==> src/rtl/geri_yaz_cok_kanal_pkg.sv <==
// Shared constants for the multi-channel write-back stage.
// Channel-0 result source encodings and arbiter mode selectors.
package geri_yaz_cok_kanal_pkg;

    // Channel-0 write-back source select; 2'b11 is illegal
    typedef enum logic [1:0] {
        GERIYAZ_BIB   = 2'd0,
        GERIYAZ_YURUT = 2'd1,
        GERIYAZ_PCART = 2'd2
    } geriyaz_sec_e;

    // Arbiter modes
    localparam int unsigned ONCELIK_SABIT = 0;
    localparam int unsigned ONCELIK_DONEN = 1;

endpackage

==> src/rtl/geri_yaz_tampon.sv <==
// Per-channel FIFO for write-back entries ({address, data}).
// Ports: clk_i, rst_i (async, active-low), push_i, pop_i, veri_i (entry in),
//        veri_o (head entry), bos_o (empty), dolu_o (full), sayac_o (registered count).
// Push on full and pop on empty are ignored; DERINLIK must be a power of two.
module geri_yaz_tampon #(
    parameter int unsigned GENISLIK = 37,
    parameter int unsigned DERINLIK = 2
) (
    input  logic                             clk_i,
    input  logic                             rst_i,
    input  logic                             push_i,
    input  logic                             pop_i,
    input  logic [GENISLIK-1:0]              veri_i,
    output logic [GENISLIK-1:0]              veri_o,
    output logic                             bos_o,
    output logic                             dolu_o,
    output logic [$clog2(DERINLIK):0]        sayac_o
);

    localparam int unsigned PTR_BIT   = $clog2(DERINLIK);
    localparam int unsigned SAYAC_BIT = PTR_BIT + 1;

    logic [GENISLIK-1:0]  mem_q [DERINLIK];
    logic [GENISLIK-1:0]  mem_d [DERINLIK];
    logic [PTR_BIT-1:0]   yaz_ptr_q, yaz_ptr_d;
    logic [PTR_BIT-1:0]   oku_ptr_q, oku_ptr_d;
    logic [SAYAC_BIT-1:0] sayac_q, sayac_d;
    logic                 push_ok, pop_ok;

    // Next-state: storage write, pointer advance, occupancy update
    always_comb begin
        mem_d     = mem_q;
        yaz_ptr_d = yaz_ptr_q;
        oku_ptr_d = oku_ptr_q;
        sayac_d   = sayac_q;
        push_ok   = push_i && (sayac_q != SAYAC_BIT'(DERINLIK));
        pop_ok    = pop_i && (sayac_q != '0);
        if (push_ok) begin
            mem_d[yaz_ptr_q] = veri_i;
            yaz_ptr_d        = yaz_ptr_q + PTR_BIT'(1);
        end
        if (pop_ok) begin
            oku_ptr_d = oku_ptr_q + PTR_BIT'(1);
        end
        unique case ({push_ok, pop_ok})
            2'b10:   sayac_d = sayac_q + SAYAC_BIT'(1);
            2'b01:   sayac_d = sayac_q - SAYAC_BIT'(1);
            default: sayac_d = sayac_q;
        endcase
    end

    // State registers
    always_ff @(posedge clk_i or negedge rst_i) begin
        if (!rst_i) begin
            for (int i = 0; i < int'(DERINLIK); i++) begin
                mem_q[i] <= '0;
            end
            yaz_ptr_q <= '0;
            oku_ptr_q <= '0;
            sayac_q   <= '0;
        end else begin
            mem_q     <= mem_d;
            yaz_ptr_q <= yaz_ptr_d;
            oku_ptr_q <= oku_ptr_d;
            sayac_q   <= sayac_d;
        end
    end

    assign veri_o  = mem_q[oku_ptr_q];
    assign bos_o   = (sayac_q == '0);
    assign dolu_o  = (sayac_q == SAYAC_BIT'(DERINLIK));
    assign sayac_o = sayac_q;

endmodule

==> src/rtl/geri_yaz_cok_kanal.sv <==
// Multi-channel write-back stage: merges the main pipeline (channel 0) and
// KANAL_SAYISI-1 multi-cycle units onto one registered register-file write port.
// Ports: clk_i, rst_i (async, active-low); channel 0: boru_gecerli_i/boru_hazir_o,
//        sec_geri_yaz_i, rd_adres_i, rd_deger_i, bib_deger_i, program_sayaci_artmis_i,
//        yaz_yazmac_i; extra units: ek_gecerli_i/ek_hazir_o, ek_adres_i, ek_deger_i
//        (flattened, unit k at slice k); outputs: yaz_adres_o, yaz_deger_o,
//        yaz_yazmac_o, hatali_sec_o, mesgul_o.
module geri_yaz_cok_kanal
    import geri_yaz_cok_kanal_pkg::*;
#(
    parameter int unsigned KANAL_SAYISI    = 3,
    parameter int unsigned VERI_BIT        = 32,
    parameter int unsigned ADRES_BIT       = 5,
    parameter int unsigned TAMPON_DERINLIK = 2,
    parameter int unsigned ONCELIK_MODU    = ONCELIK_SABIT
) (
    input  logic                                  clk_i,
    input  logic                                  rst_i,
    input  logic                                  boru_gecerli_i,
    output logic                                  boru_hazir_o,
    input  logic [1:0]                            sec_geri_yaz_i,
    input  logic [ADRES_BIT-1:0]                  rd_adres_i,
    input  logic [VERI_BIT-1:0]                   rd_deger_i,
    input  logic [VERI_BIT-1:0]                   bib_deger_i,
    input  logic [VERI_BIT-1:0]                   program_sayaci_artmis_i,
    input  logic                                  yaz_yazmac_i,
    input  logic [KANAL_SAYISI-2:0]               ek_gecerli_i,
    output logic [KANAL_SAYISI-2:0]               ek_hazir_o,
    input  logic [(KANAL_SAYISI-1)*ADRES_BIT-1:0] ek_adres_i,
    input  logic [(KANAL_SAYISI-1)*VERI_BIT-1:0]  ek_deger_i,
    output logic [ADRES_BIT-1:0]                  yaz_adres_o,
    output logic [VERI_BIT-1:0]                   yaz_deger_o,
    output logic                                  yaz_yazmac_o,
    output logic                                  hatali_sec_o,
    output logic                                  mesgul_o
);

    localparam int unsigned GIRIS_BIT = ADRES_BIT + VERI_BIT;
    localparam int unsigned IDX_BIT   = $clog2(KANAL_SAYISI);
    localparam int unsigned SAYAC_BIT = $clog2(TAMPON_DERINLIK) + 1;

    logic [KANAL_SAYISI-1:0] push, pop, bos, dolu, hazir;
    logic [GIRIS_BIT-1:0]    giris [KANAL_SAYISI];
    logic [GIRIS_BIT-1:0]    cikis [KANAL_SAYISI];
    logic [SAYAC_BIT-1:0]    sayac [KANAL_SAYISI];

    logic [VERI_BIT-1:0]  boru_deger;
    logic                 sec_gecerli;
    logic                 boru_kabul;
    logic                 boru_push;

    logic [IDX_BIT-1:0]   rr_ptr_q, rr_ptr_d;
    logic [IDX_BIT-1:0]   secilen;
    logic                 var_mi;
    int unsigned          aday;

    logic [ADRES_BIT-1:0] yaz_adres_q, yaz_adres_d;
    logic [VERI_BIT-1:0]  yaz_deger_q, yaz_deger_d;
    logic                 yaz_yazmac_q, yaz_yazmac_d;
    logic                 hatali_q, hatali_d;
    logic                 mesgul_c;

    // Channel-0 source mux and accept/enqueue filter
    always_comb begin
        boru_deger  = rd_deger_i;
        sec_gecerli = 1'b1;
        unique case (sec_geri_yaz_i)
            GERIYAZ_BIB:   boru_deger = bib_deger_i;
            GERIYAZ_YURUT: boru_deger = rd_deger_i;
            GERIYAZ_PCART: boru_deger = program_sayaci_artmis_i;
            default:       sec_gecerli = 1'b0;
        endcase
        boru_kabul = boru_gecerli_i && hazir[0];
        // Accepted entries with no real write (x0, disabled, bad select) are dropped
        boru_push  = boru_kabul && yaz_yazmac_i && (rd_adres_i != '0) && sec_gecerli;
    end

    // Per-channel FIFOs; ready comes from registered occupancy only
    for (genvar k = 0; k < int'(KANAL_SAYISI); k++) begin : g_kanal
        if (k == 0) begin : g_boru
            assign giris[k] = {rd_adres_i, boru_deger};
            assign push[k]  = boru_push;
        end else begin : g_ek
            logic [ADRES_BIT-1:0] adres;
            assign adres    = ek_adres_i[(k-1)*ADRES_BIT +: ADRES_BIT];
            assign giris[k] = {adres, ek_deger_i[(k-1)*VERI_BIT +: VERI_BIT]};
            assign push[k]  = ek_gecerli_i[k-1] && hazir[k] && (adres != '0);
        end

        geri_yaz_tampon #(
            .GENISLIK (GIRIS_BIT),
            .DERINLIK (TAMPON_DERINLIK)
        ) u_tampon (
            .clk_i   (clk_i),
            .rst_i   (rst_i),
            .push_i  (push[k]),
            .pop_i   (pop[k]),
            .veri_i  (giris[k]),
            .veri_o  (cikis[k]),
            .bos_o   (bos[k]),
            .dolu_o  (dolu[k]),
            .sayac_o (sayac[k])
        );

        assign hazir[k] = rst_i && !dolu[k];
    end

    // Arbiter and write-port next state
    always_comb begin
        pop     = '0;
        secilen = '0;
        var_mi  = 1'b0;
        aday    = 0;
        for (int i = 0; i < int'(KANAL_SAYISI); i++) begin
            // Round-robin scans from the channel after the last grant
            aday = (ONCELIK_MODU == ONCELIK_DONEN) ?
                   (32'(rr_ptr_q) + 32'(i) + 32'd1) % KANAL_SAYISI : 32'(i);
            if (!var_mi && !bos[IDX_BIT'(aday)]) begin
                var_mi  = 1'b1;
                secilen = IDX_BIT'(aday);
            end
        end
        if (var_mi) begin
            pop[secilen] = 1'b1;
        end

        rr_ptr_d     = var_mi ? secilen : rr_ptr_q;
        yaz_yazmac_d = var_mi;
        yaz_adres_d  = yaz_adres_q;
        yaz_deger_d  = yaz_deger_q;
        if (var_mi) begin
            yaz_adres_d = cikis[secilen][GIRIS_BIT-1 -: ADRES_BIT];
            yaz_deger_d = cikis[secilen][VERI_BIT-1:0];
        end
        hatali_d = boru_kabul && !sec_gecerli;
    end

    // Busy while anything is buffered or a write is on the port
    always_comb begin
        mesgul_c = yaz_yazmac_q;
        for (int i = 0; i < int'(KANAL_SAYISI); i++) begin
            if (sayac[i] != '0) begin
                mesgul_c = 1'b1;
            end
        end
    end

    // Output and pointer registers
    always_ff @(posedge clk_i or negedge rst_i) begin
        if (!rst_i) begin
            rr_ptr_q     <= IDX_BIT'(KANAL_SAYISI - 1);
            yaz_adres_q  <= '0;
            yaz_deger_q  <= '0;
            yaz_yazmac_q <= 1'b0;
            hatali_q     <= 1'b0;
        end else begin
            rr_ptr_q     <= rr_ptr_d;
            yaz_adres_q  <= yaz_adres_d;
            yaz_deger_q  <= yaz_deger_d;
            yaz_yazmac_q <= yaz_yazmac_d;
            hatali_q     <= hatali_d;
        end
    end

    assign boru_hazir_o = hazir[0];
    assign ek_hazir_o   = hazir[KANAL_SAYISI-1:1];
    assign yaz_adres_o  = yaz_adres_q;
    assign yaz_deger_o  = yaz_deger_q;
    assign yaz_yazmac_o = yaz_yazmac_q;
    assign hatali_sec_o = hatali_q;
    assign mesgul_o     = mesgul_c;

endmodule

==> config.mk <==
export PLATFORM = sky130hd
export DESIGN_NAME = geri_yaz_cok_kanal
export DESIGN_NICKNAME = d
export VERILOG_FILES = /design/src/rtl/geri_yaz_cok_kanal_pkg.sv /design/src/rtl/geri_yaz_tampon.sv /design/src/rtl/geri_yaz_cok_kanal.sv
export SDC_FILE = /design/constraint.sdc
export NUM_CORES = 1
export LEC_CHECK = 0
export BUFFER_PORTS_ARGS = -buffer_cell sky130_fd_sc_hd__buf_4
export CAP_MARGIN = 20
export CORE_MARGIN = 2
export CORE_UTILIZATION = 27
export DETAILED_ROUTE_END_ITERATION = 10
export GPL_TIMING_DRIVEN = 0
export SYNTH_ARGS = -nofsm -noshare
export SYNTH_HDL_FRONTEND = slang
export SYNTH_HIERARCHICAL = 1
export SYNTH_SLANG_ARGS = --single-unit
==> constraint.sdc <==
create_clock -name clk_i -period 3.3 [get_ports clk_i]
set_clock_uncertainty 0.2 [all_clocks]
set_input_delay 0 -clock clk_i [delete_from_list [all_inputs] [get_ports clk_i]]
set_output_delay 0 -clock clk_i [all_outputs]
set_load 0.01 [all_outputs]
Word-level counts from Yosys, hierarchy flattened:

Cells that the tools add are included.

* equality and inequality tests: 14
* bitwise logic cells: 7
* mux-type cells: 37
* reduce and logical (&&, ||, !) cells: 45
* add/subtract/negate cells: 12
* $lt $le $gt $ge: 12

Operator list (number)
* 37-bit two-way mux: 14
* 74-bit bitwise mux: 3
* 37-bit demux with 1-bit select: 3
* 37-bit binary-select mux with 2-bit select: 1
* 32-bit case mux with 2 select lines: 1
* 1-bit logical AND: 24
* 5-bit nonzero test: 3
* 2-bit equality test, second input constant: 7
* 2-bit >= comparator, second input constant: 6
* 1-bit NOT with 2-bit output: 6
* 2-bit case mux with 2 select lines: 3
* 2-bit nonzero test: 6
* 1-bit two-way mux: 9
* 2-bit by 1-bit equality test with 1-bit output, second input constant: 4
* 2-bit zero test: 4
* 1-bit zero test: 7
* 1-bit adder, second input constant: 6
* 2-bit by 1-bit adder with 2-bit output, second input constant: 3
* 2-bit by 1-bit less-than comparator with 1-bit output, second input constant: 3
* 2-bit inequality test, second input constant: 3
* 2-bit by 1-bit subtractor with 2-bit output, second input constant: 3
* 3-bit >= comparator, second input constant: 1
* 2-bit by 3-bit less-than comparator with 1-bit output, second input constant: 1
* 3-bit two-way mux: 1
* 5 further kinds: 5

* register bits after elaboration: 273
* word-level logic and storage cells: 146

Depth between registers and ports, before layout:

* depth after elaboration: 15
* gate-level depth with buffers: 11
* depth with buffers taken out: 10

Modules after synthesis:

Netlist, hierarchy kept.

By module, submodules not included
* geri_yaz_tampon: instances 3, sequential area each 1951.9 µm², cells an instance 215, area each 3597.2 µm²
* geri_yaz_cok_kanal: instances 1, sequential area each 975.9 µm², cells an instance 305, area each 2855.2 µm²

Least setup slack after synthesis:

No wires, ideal clock.

* path type: register to register
* start point: reg g_kanal[0].u_tampon.sayac_q[0]
* end point: reg g_kanal[2].u_tampon.sayac_q[1]
* data required time: 3021 ps
* stages on the path, launching flop included: 11
* slack: 961 ps
* data arrival time: 2059 ps
* library setup time: 79 ps
* clock period less this slack: 2339 ps
* cell sequence: dfrtp_1 > nor2_1 > buf_4 > buf_4 > buf_2 > inv_2 > nor3_1 > nor2b_1 > ha_1 > nor2_1 > xor2_1

* longest elaborated chain between the ends: 14
* elaborated cells on any way between the ends: 20
* those cells by class: order compare (2); eq/ne (2); mux (9); reduce/logical (7)

RTL lines
* start: declaration: RTL line geri_yaz_tampon.sv:27 `logic [SAYAC_BIT-1:0] sayac_q, sayac_d;`
* start signal: assignment: RTL line geri_yaz_tampon.sv:65 `sayac_q <= sayac_d;`
* 2-bit zero test (*): RTL line geri_yaz_tampon.sv:70 `assign bos_o = (sayac_q == '0);`
* net bos[0]: RTL line geri_yaz_cok_kanal.sv:42 `logic [KANAL_SAYISI-1:0] push, pop, bos, dolu, hazir;`
* 1-bit two-way mux / 1-bit logical AND (equally long branches): RTL line geri_yaz_cok_kanal.sv:118 `if (!var_mi && !bos[IDX_BIT'(aday)]) begin`
* 1-bit two-way mux: RTL line geri_yaz_cok_kanal.sv:118
* 1-bit zero test: RTL line geri_yaz_cok_kanal.sv:118
* 1-bit logical AND: RTL line geri_yaz_cok_kanal.sv:118
* 2-bit two-way mux: RTL line geri_yaz_cok_kanal.sv:118
* 2-bit by 3-bit less-than comparator with 1-bit output (not written as such) / 2-bit by 1-bit >= comparator with 1-bit output (equally long branches): RTL line geri_yaz_cok_kanal.sv:124 `pop[secilen] = 1'b1;`
* 1-bit logical AND (not written as such): RTL line geri_yaz_cok_kanal.sv:124
* 1-bit two-way mux (not written as such): RTL line geri_yaz_cok_kanal.sv:124
* 1-bit demux with 2-bit select: RTL line geri_yaz_cok_kanal.sv:124
* 3-bit two-way mux (*): RTL line geri_yaz_cok_kanal.sv:123 `if (var_mi) begin`
* net pop[2]: RTL line geri_yaz_cok_kanal.sv:42
* 1-bit logical AND (*): RTL line geri_yaz_tampon.sv:37 `pop_ok = pop_i && (sayac_q != '0);`
* net g_kanal[2].u_tampon.pop_ok: RTL line geri_yaz_tampon.sv:28 `logic push_ok, pop_ok;`
* 2-bit by 1-bit equality test with 1-bit output / 2-bit equality test (equally long branches): RTL line geri_yaz_tampon.sv:45 `unique case ({push_ok, pop_ok})`
* 2-bit case mux with 2 select lines / 2-bit nonzero test (equally long branches)
* end signal: assignment: RTL line geri_yaz_tampon.sv:65
* end: declaration: RTL line geri_yaz_tampon.sv:27

Mark *: on every way through the listed nets, which the timed path passes. The rest lies on a longest branch.
A chain may end at the register's enable or synchronous reset.

Worst setup path in the final report:

* start point: in rst_i
* end point: reg g_kanal[2].u_tampon/mem_q[56] in the netlist's numbering

* longest elaborated chain between the ends: 4

RTL lines
* start: declaration: RTL line geri_yaz_cok_kanal.sv:18 `input logic rst_i,`
* 1-bit logical AND: RTL line geri_yaz_cok_kanal.sv:105 `assign hazir[k] = rst_i && !dolu[k];`
* 1-bit logical AND (2 in a row): RTL line geri_yaz_cok_kanal.sv:87 `assign push[k] = ek_gecerli_i[k-1] && hazir[k] && (adres != '0);`
* net push[2]: RTL line geri_yaz_cok_kanal.sv:42
* 1-bit logical AND: RTL line geri_yaz_tampon.sv:36 `push_ok = push_i && (sayac_q != SAYAC_BIT'(DERINLIK));`
* end signal: assignment: RTL line geri_yaz_tampon.sv:62 `mem_q <= mem_d;`
* end: declaration: RTL line geri_yaz_tampon.sv:23 `logic [GENISLIK-1:0] mem_q [DERINLIK];`

The timed path passes the listed nets, and every way through them passes these cells.

==> flow_summary.ini <==
[power]
internal_power_mw = 11.6
max-vdd-ir-drop_mv = 0.489
seq_power_share_pct = 35.1
p_leak_nw = 8.64
swShare_pct = 31.8
switchingPower_mw = 5.39
power_density_nw_per_um2 = 889
combPwrFrac_pct = 44.5
clkPwrFrac_pct = 20.4

[place]
portBuffers = 223
gp_congestion = 0.727
placedCellCount = 1847
dp_hpwl_um = 29300

[layout]
multi_input_area_sq_um = 6190
num_antenna_cells = 0
nets = 1563
fillers = 4869
seqCellArea_sq_um = 6830
layout.cells.non_filler = 2071
drive_above_1_share_pct = 48.7
syn2layout_area_growth_pct = 39.7

[global_routing]
grt_remaining_overflow = 0
grt_max_degree = 120
globalRouteTotalUtil_pct = 15.3
grt_pass1_vias = 10063
grt_pass1_wl_um = 61900
antenna_found_initial = 0

[worst_setup_path]
r2r_start = g_kanal[0].u_tampon/sayac_o[0]
required_ps = 3540
crit_top_cell = buf_16
r2r-end = g_kanal[2].u_tampon/sayac_o[1]
cp-startpoint = rst_i
cp-start-kind = input pin
endpoint = g_kanal[2].u_tampon/mem_q[56]
path_class = in2reg
rrSetupSlack_ps = 500
max_stage_delay_ps = 560
rr_worst_depth = 10
path_max_fanout = 60
arrival_ps = 3300
crit_chain = dlygate4sd3_1 > buf_8 > buf_16 > buf_16 > buf_16 > buf_16 > buf_16 > buf_16 > nor2b_1 > nand2_1 > a21oi_1 > nor3b_2 > buf_6 > buf_12 > mux2_4
worstSetupEndpointType = flip-flop
crit_path_top_delay_cell = dlygate4sd3_1

[detailed_routing]
routed_wl_um = 40400
routed-via-count = 9170
drc = 0
drt_iter0_drc = 371
firstDrtPassIters = 4
viasPerCell = 4.43
ant_nets = 0
wl_per_cell_um = 19.5

[logic_synthesis]
syn_nets = 1136
yosys-top-cells-area = dfrtp_1, mux2_2, mux2_4
ys_async_sr_fraction_pct = 100
synthTopCellsByCount = dfrtp_1, mux2_2, mux2_4
ys_seq_elements = 273
yosysTopAreaCell = dfrtp_1
yosys_most_used_dff = dfrtp_1
synth_cell_types = 30
syn_area_sq_um = 13600
synthCells = 950
synth-seq-area-share_pct = 50.1
avgSynthCellArea_sq_um = 14.4
synth_edf_count = 0
yosysTopAreaCellShare_pct = 50.1
yosysMostFrequentCell = dfrtp_1
yosys_warnings = 6

[clock_tree]
cts_setup_buffers = 0
clk_pin_slew_worst_paths_ps = 60
cts_made_buffers = 31
cts_sinks = 273
cts_resized = 0
cts-root-buf = clkbuf_16
clockBufferDepth = 3
clk_latency_ps = 560
cts.htree.levels = 1
cts_tree = built

[floorplanning]
core.rowCount = 82
fp.dieH_um = 229
dieWidth_um = 229
start_util_pct = 27.3
ios = 226
fp.dieArea_sq_um = 52400
core_area_sq_um = 50100

[outcome]
status = finished, final reports clean

[sta]
hold_viol = 0
slew_viol_final = 0
finalSetupViolCount = 0
relSlewSlack_pct = 46.3
min_period_ps = 3060
grt_setup_unrepaired = false
whs_ps = 25.2
max_freq_ghz = 0.327
period_share_pct = 92.6
worst_pin_slew_ps = 806

[flow_run]
maxCapViolCount = 0

[hold_path]
hold_class = in2reg
==> registers in the layout (all words and copies together) (netlist names) <==
signal and cells:
g_kanal.u_tampon/oku_ptr_q 3, g_kanal.u_tampon/yaz_ptr_q 3, yaz_yazmac_o 1, g_kanal.u_tampon/mem_q 222
g_kanal.u_tampon/sayac_o 6, hatali_sec_o 1, yaz_deger_o 32, yaz_adres_o 5
==> stage by stage <==
| stage | instance area (sq um) | TNS (ps) | util [%] | setup WS [ps] | power (mW) |
|---|---|---|---|---|---|
| 2_1_floorplan | 13600 | 0 | - | 961 | 11.0 |
| 3_3_place_gp | 16200 | -428670 | 32.3 | -1560 | 13.2 |
| 3_5_place_dp | 16200 | 0 | 32.4 | 189 | 13.4 |
| 4_1_cts | 19000 | 0 | 38.0 | 66.8 | 17.1 |
| 5_1_grt | 19100 | 0 | 38.1 | 84.9 | 18.0 |
| 6_report | 19100 | 0 | 38.1 | 243 | 17.0 |
==> critical path: cells and delay by family <==
kind | cells | cell delay, ps
AND/OR/NAND/NOR | 3 | 700
multiplexers | 1 | 310
AO/OA/AOI/OAI | 1 | 330
buffers and inverters | 10 | 1810
==> power by group through the flow <==
stage / Combinational [mW] / Sequential, mW / Clock [mW]
2_1_floorplan: 5.22 / 5.80 / 0
3_3_place_gp: 7.28 / 5.88 / 0
3_5_place_dp: 7.39 / 5.97 / 0
4_1_cts: 7.64 / 5.95 / 3.55
5_1_grt: 8.13 / 6.18 / 3.71
6_report: 7.54 / 5.95 / 3.46
==> area by class of cell <==
| cell class | count | share of cell area (%) |
|---|---|---|
| Timing Repair Buffer | 394 | 18.7 |
| Multi-Input combinational cell | 604 | 32.5 |
| Clock inverter | 13 | 0.755 |
| Sequential cell | 273 | 35.8 |
| Tap cell | 672 | 4.41 |
| Buffer | 67 | 3.18 |
| Clock buffer | 42 | 4.55 |
| Inverter | 6 | 0.118 |
==> how the worst min path moves through the flow <==
stage	from	cells after the start	end	slack [ps]
after global routing	ek_deger_i[61]	3	g_kanal[2].u_tampon/mem_q[66]	10
after detailed placement	rst_i	1	g_kanal[0].u_tampon/mem_q[46]	-240
after global placement	ek_deger_i[42]	2	g_kanal[2].u_tampon/mem_q[47]	40
after floorplan	rst_i	0	g_kanal[0].u_tampon/mem_q[0]	-500
final	ek_deger_i[6]	3	g_kanal[1].u_tampon/mem_q[6]	30
after CTS	ek_deger_i[45]	3	g_kanal[2].u_tampon/mem_q[50]	0.5
==> placed cells by master (no fill, tap or decap), types with 10 or more instances in the layout <==
cell type      count
buf_6             18
dlygate4sd3_1    161
dfrtp_1          273
o21ai_1           29
nor2_1            11
clkbuf_16         33
nor2b_1           33
mux2_2           213
nand2_1           40
mux2_4           120
buf_4            226
clkbuf_1          20
and2b_1           10
buf_2             19
a22o_1            37
mux2i_1           32
a221o_1           37
==> what timing repair did <==
action                                  CTS  global route
hold endpoints to repair                504             0
hold buffers                            167             0
endpoints found under the setup margin    0           155
==> cells by family after synthesis <==
| logic type | after synthesis | synth area share, % |
|---|---|---|
| AOI/OAI and AO/OA | 109 | 6.37 |
| buffers and inverters | 73 | 4.60 |
| DFF | 273 | 50.1 |
| muxes | 365 | 33.1 |
| adders and majority gates | 3 | 0.275 |
| xor gates and xnor gates | 15 | 0.963 |
| and+or+nand+nor | 112 | 4.60 |
==> routing by layer <==
metal | vias up | share of wire (%) | track usage (%) | wire length, um
met1 | 4643 | 45 | 20.1 | 18300
met5 | - | 0 | 0 | 0
met2 | 177 | 49 | 26.0 | 19700
met4 | 0 | 1.8 | 3.77 | 726
li1 | 4308 | - | - | -
met3 | 42 | 4.2 | 2.67 | 1680
Note: power is estimated with default switching activity, not from simulation.
